**src/rtl/stream_pkg.sv**
```systemverilog
// Shared definitions for the stream width converters: lane index sizing and type.
package stream_pkg;

    localparam int LANE_IDX_W = 16;

    typedef logic [LANE_IDX_W-1:0] lane_idx_t;

    // A 2-lane converter still needs one index bit, so the width never drops below 1.
    function automatic int idx_width(input int ratio);
        return (ratio <= 2) ? 1 : $clog2(ratio);
    endfunction

endpackage

```
**src/rtl/stream_upsizer_if.sv**
```systemverilog
// Narrow-in / wide-out handshake bundle for stream_upsizer.
// in_last/out_last exist only when STREAM_UPSIZER_FLUSH_EN is defined.
interface stream_upsizer_if #(
    parameter int DATA_WIDTH = 8,
    parameter int RATIO      = 4
);
    logic [DATA_WIDTH-1:0]       in_data;
    logic                        in_valid;
    logic                        in_ready;
    logic [DATA_WIDTH*RATIO-1:0] out_data;
    logic [RATIO-1:0]            out_keep;
    logic                        out_valid;
    logic                        out_ready;
`ifdef STREAM_UPSIZER_FLUSH_EN
    logic                        in_last;
    logic                        out_last;

    modport slave (
        input  in_data, in_valid, in_last, out_ready,
        output in_ready, out_data, out_keep, out_last, out_valid
    );
    modport master (
        output in_data, in_valid, in_last, out_ready,
        input  in_ready, out_data, out_keep, out_last, out_valid
    );
`else
    modport slave (
        input  in_data, in_valid, out_ready,
        output in_ready, out_data, out_keep, out_valid
    );
    modport master (
        output in_data, in_valid, out_ready,
        input  in_ready, out_data, out_keep, out_valid
    );
`endif
endinterface

```
**src/rtl/stream_upsizer.sv**
```systemverilog
// Packs RATIO narrow beats (lane 0 first) into one wide word with a keep mask.
// STREAM_UPSIZER_FLUSH_EN adds in_last/out_last and early completion of partial words.
module stream_upsizer
    import stream_pkg::*;
#(
    parameter int DATA_WIDTH = 8,
    parameter int RATIO      = 4
) (
    input  logic             clk,
    input  logic             rst_n,
    stream_upsizer_if.slave  bus
);

    localparam int IDX_WIDTH = idx_width(RATIO);
    localparam int WORD_W    = DATA_WIDTH * RATIO;
    localparam logic [IDX_WIDTH-1:0] IDX_LAST = IDX_WIDTH'(RATIO - 1);

    logic [IDX_WIDTH-1:0] idx_q, idx_d;
    logic [WORD_W-1:0]    asm_q, asm_d;
    logic [WORD_W-1:0]    out_data_q, out_data_d;
    logic [RATIO-1:0]     out_keep_q, out_keep_d;
    logic                 out_valid_q, out_valid_d;
    logic                 out_last_q, out_last_d;

    logic last_beat;
    logic completing;
    logic in_ready;
    logic accept;

    always_comb begin
        last_beat = 1'b0;
`ifdef STREAM_UPSIZER_FLUSH_EN
        last_beat = bus.in_last;
`endif
        completing = (idx_q == IDX_LAST) | last_beat;
        // Only a completing beat needs the output register, so only it can stall.
        in_ready   = ~completing | ~out_valid_q | bus.out_ready;
        accept     = bus.in_valid & in_ready;

        idx_d       = idx_q;
        asm_d       = asm_q;
        out_data_d  = out_data_q;
        out_keep_d  = out_keep_q;
        out_valid_d = out_valid_q;
        out_last_d  = out_last_q;

        if (out_valid_q && bus.out_ready) begin
            out_valid_d = 1'b0;
        end

        if (accept) begin
            if (completing) begin
                for (int k = 0; k < RATIO; k++) begin
                    if (lane_idx_t'(k) < lane_idx_t'(idx_q)) begin
                        out_data_d[k*DATA_WIDTH +: DATA_WIDTH] = asm_q[k*DATA_WIDTH +: DATA_WIDTH];
                        out_keep_d[k] = 1'b1;
                    end else if (lane_idx_t'(k) == lane_idx_t'(idx_q)) begin
                        out_data_d[k*DATA_WIDTH +: DATA_WIDTH] = bus.in_data;
                        out_keep_d[k] = 1'b1;
                    end else begin
                        out_data_d[k*DATA_WIDTH +: DATA_WIDTH] = '0;
                        out_keep_d[k] = 1'b0;
                    end
                end
                out_valid_d = 1'b1;
                out_last_d  = last_beat;
                idx_d       = '0;
                asm_d       = '0;
            end else begin
                for (int k = 0; k < RATIO; k++) begin
                    if (lane_idx_t'(k) == lane_idx_t'(idx_q)) begin
                        asm_d[k*DATA_WIDTH +: DATA_WIDTH] = bus.in_data;
                    end
                end
                idx_d = idx_q + 1'b1;
            end
        end
    end

    always_ff @(posedge clk or negedge rst_n) begin
        if (!rst_n) begin
            idx_q       <= '0;
            asm_q       <= '0;
            out_data_q  <= '0;
            out_keep_q  <= '0;
            out_valid_q <= 1'b0;
            out_last_q  <= 1'b0;
        end else begin
            idx_q       <= idx_d;
            asm_q       <= asm_d;
            out_data_q  <= out_data_d;
            out_keep_q  <= out_keep_d;
            out_valid_q <= out_valid_d;
            out_last_q  <= out_last_d;
        end
    end

    assign bus.in_ready  = in_ready;
    assign bus.out_data  = out_data_q;
    assign bus.out_keep  = out_keep_q;
    assign bus.out_valid = out_valid_q;
`ifdef STREAM_UPSIZER_FLUSH_EN
    assign bus.out_last  = out_last_q;
`else
    logic unused_last;
    assign unused_last = out_last_q;
`endif

endmodule
```
**src/flat_wrapper.sv**
```systemverilog
// flat-port wrapper written by rule: the top's interface ports become plain ports
module stream_upsizer_flat import stream_pkg::*;
#(
    parameter int DATA_WIDTH = 8,
    parameter int RATIO      = 4
)
  (clk, rst_n, bus_in_data, bus_in_valid, bus_out_ready, bus_in_ready, bus_out_data, bus_out_keep, bus_out_valid);
  stream_upsizer_if #(.DATA_WIDTH(DATA_WIDTH), .RATIO(RATIO)) bus_i ();
  input  logic clk;
  input  logic rst_n;
  input wire logic [$bits(bus_i.in_data)-1:0] bus_in_data;
  input wire logic [$bits(bus_i.in_valid)-1:0] bus_in_valid;
  input wire logic [$bits(bus_i.out_ready)-1:0] bus_out_ready;
  output wire logic [$bits(bus_i.in_ready)-1:0] bus_in_ready;
  output wire logic [$bits(bus_i.out_data)-1:0] bus_out_data;
  output wire logic [$bits(bus_i.out_keep)-1:0] bus_out_keep;
  output wire logic [$bits(bus_i.out_valid)-1:0] bus_out_valid;
  assign bus_i.in_data = bus_in_data;
  assign bus_i.in_valid = bus_in_valid;
  assign bus_i.out_ready = bus_out_ready;
  assign bus_in_ready = bus_i.in_ready;
  assign bus_out_data = bus_i.out_data;
  assign bus_out_keep = bus_i.out_keep;
  assign bus_out_valid = bus_i.out_valid;
  stream_upsizer #(.DATA_WIDTH(DATA_WIDTH), .RATIO(RATIO)) u_core (.clk(clk), .rst_n(rst_n), .bus(bus_i));
endmodule
```
**config.mk**
```make
export PLATFORM = sky130hd
export DESIGN_NAME = stream_upsizer_flat
export DESIGN_NICKNAME = d
export VERILOG_FILES = /design/src/rtl/stream_pkg.sv /design/src/rtl/stream_upsizer_if.sv /design/src/rtl/stream_upsizer.sv /design/src/flat_wrapper.sv
export SDC_FILE = /design/constraint.sdc
export NUM_CORES = 1
export LEC_CHECK = 0
export ABC_AREA = 1
export CORE_MARGIN = 10
export CORE_UTILIZATION = 52
export DETAILED_ROUTE_END_ITERATION = 12
export PLACE_DENSITY = 0.82
export SKIP_LAST_GASP = 1
export SLEW_MARGIN = 20
export SYNTH_ARGS = -nofsm -noshare
export SYNTH_HDL_FRONTEND = slang
export SYNTH_SLANG_ARGS = --single-unit
export TNS_END_PERCENT = 10
```
**constraint.sdc**
```tcl
create_clock -name clk -period 1.6 [get_ports clk]
set_input_delay 0.24 -clock clk [delete_from_list [all_inputs] [get_ports clk]]
set_output_delay 0.24 -clock clk [all_outputs]
set_load 0.05 [all_outputs]
```
==> impl_metrics.tcl <==
set metrics [dict create \
    ant_nets 0 \
    clk_pin_slew_ps 70 \
    core_area_um2 5440 \
    leakage_nw 1.91 \
    diodes 0 \
    fin_area_um2 3630 \
    layout-drive-gt1-share_pct 20.6 \
    cts_max_level 3 \
    fin_ws_ps 20.0 \
    syn_area_per_cell_um2 8.87 \
    post_cts_buffers 0 \
    clk_latency_ps 340 \
    rsz0062_at_grt "true" \
    grt_pass1_vias 2330 \
    die_area_um2 8900 \
    wl_mm 6.61 \
    async_flop_share_pct 100 \
    p_per_area_nw_per_um2 2230 \
    pin_count 50 \
    cts_tree "done" \
    peakVddDrop_mv 0.991 \
    start_util_pct 52.8 \
    wl_per_cell_um 14.3 \
    dp_slack_ps 82.0 \
    synth_area_leaders "dfrtp_1 (55%), nand2_1 (18%), nand4_1 (7.0%), o21ai_1 (4.4%), nand3_4 (3.0%)" \
    fin_skew_ps 5.68 \
    avgViaCountPerCell 5.13 \
    grt_max_degree 38 \
    dp_cells 444 \
    antenna_found_initial 0 \
    cts.sinks 63 \
    max_freq_ghz 0.633 \
    final_cell_count_no_fill 461 \
    cap_violations 0 \
    num_rows 27 \
    syn_nets 341 \
    ys.flop_type "dfrtp_1" \
    whs_ps 392 \
    cp.required_ps 1360 \
    cts_buffers 9 \
    grt_pass1_wl_mm 11.1 \
    synth_cell_types 17 \
    grtUsageTotal_pct 16.0 \
    synth_edf_count 0 \
    slew_headroom_pct 66.8 \
    hold_viol 0 \
    ys_warn_count 0 \
    synthCells 324 \
    tightest_slew_ps 498 \
    period_share_pct 98.8 \
    post-dp-hpwl_mm 4.80 \
    num-nets-final 401 \
    route.detailed.drc 0 \
    setup_viol 0 \
    io_buffers 49 \
    ys_ff_latch 63 \
    crit_fanout 5 \
    vias 2364 \
    start_kind "flop" \
    dieHeight_um 94.3 \
    yosysTopAreaCell "dfrtp_1" \
    seq_area_frac_synth_pct 54.9 \
    end_kind "output port" \
    area_growth_pct 26.3 \
    mappedNetlistArea_um2 2870 \
    tns_ps 0 \
    first_pass_iters 4 \
    drt_iter0_drc 133 \
    fin_crit_ps 1580 \
    die_x_um 94.3 \
    yosysMostFrequentCell "nand2_1" \
    critPathKind "flop to output port" \
    slew_viol_final 0 \
    cts_buffer_depth 2 \
    synth_common_cells "nand2_1 (139), dfrtp_1 (63), nand4_1 (32), o21ai_1 (25), inv_1 (23)" \
    place.gp.congestion 0.841 \
    status "finished clean" \
    place_area_um2 3410 \
    cts_root_buffer "clkbuf_8" \
    cp.arrival_ps 1340 \
    hold_class "input pin to async pin" \
    synth_top_area_share_pct 54.9 \
    grt_overflow_total 0 \
]
[per-stage QoR]
stage	util, %	total power [mW]
3_3_place_gp	62.6	6.61
6_report	66.7	8.08
3_5_place_dp	62.6	6.73
4_1_cts	66.6	8.14
5_1_grt	66.7	8.66
2_1_floorplan	-	5.51
[placed cells by master (no fill, tap or decap)]
cell / count
buf_12: 5
buf_2: 1
buf_4: 49
buf_6: 1
bufinv_16: 1
clkbuf_1: 3
clkbuf_8: 10
clkdlybuf4s50_1: 10
clkinv_2: 1
clkinvlp_4: 2
dfrtp_1: 62
dfrtp_2: 1
dlygate4sd3_1: 1
ha_1: 4
ha_4: 1
inv_1: 23
inv_2: 1
inv_4: 1
nand2_1: 139
nand2_4: 1
nand3_1: 1
nand3_4: 5
nand4_1: 32
o21ai_0: 9
o21ai_1: 25
[path summary, 6_finish.rpt]
kind	from	end	slack, ps	cells past startpoint
max	u_core.idx_q[1]$_DFFE_PN0P_	bus_in_ready	20	3
min	rst_n	u_core.bus.out_data[1]$_DFFE_PN0P_	390	2
max reg2reg	u_core.idx_q[0]$_DFFE_PN0P_	u_core.asm_q[3]$_DFFE_PN0P_	150	6
min reg2reg	u_core.bus.out_keep[2]$_DFFE_PN0P_	u_core.bus.out_keep[2]$_DFFE_PN0P_	460	2
max in group asynchronous	rst_n	u_core.idx_q[0]$_DFFE_PN0P_	710	3
min in group clk	u_core.bus.out_keep[2]$_DFFE_PN0P_	u_core.bus.out_keep[2]$_DFFE_PN0P_	460	2
[timing repair]
item,in CTS,in global routing
endpoints found under the setup margin,1,9
hold buffers,1,0
pin swaps,0,0
resized for setup,4,1
hold endpoints to repair,18,0
[layer usage]
metal / track usage [%] / routed length (um) / up-vias
li1: - / - / 1174
met1: 18.7 / 2720 / 1116
met2: 25.5 / 3270 / 59
met3: 5.68 / 459 / 15
met4: 7.72 / 167 / 0
met5: 0 / 0 / -
[power breakdown]
| group | switching [mW] | internal [mW] |
|---|---|---|
| logic | 2.78 | 1.29 |
| clock network | 0.589 | 0.761 |
| registers | 0.397 | 2.26 |
[registers in the layout (all words and copies together) (netlist names)]
signal                count
u_core.idx_q              2
u_core.bus.out_data      32
u_core.bus.out_keep       4
u_core.bus.out_valid      1
u_core.asm_q             24
[worst max-delay path, cell delays in order (launching register included)]
cell and delay [ps]:
dfrtp_1 420, ha_4 220, nand3_4 160, buf_6 200
[kinds of logic (layout without fill, tap and decap cells)]
group,Yosys count,after routing,synth area share [%]
compound gates,34,34,5.92
fa+ha+maj,5,5,2.18
buf+inv,44,109,8.27
flops,63,63,54.9
simple gates,178,178,28.7
[area by class of cell]
cell class                 instances  area, um^2
multi-input combinational        217        1070
timing repair buffer              67         594
clock buffer                      13         149
clock inverter                     3        42.5
fill                             431        1810
tap                               72        90.1
inverter                          26         104
sequential                        63        1580
No activity file was read; power rests on OpenSTA's default activity.
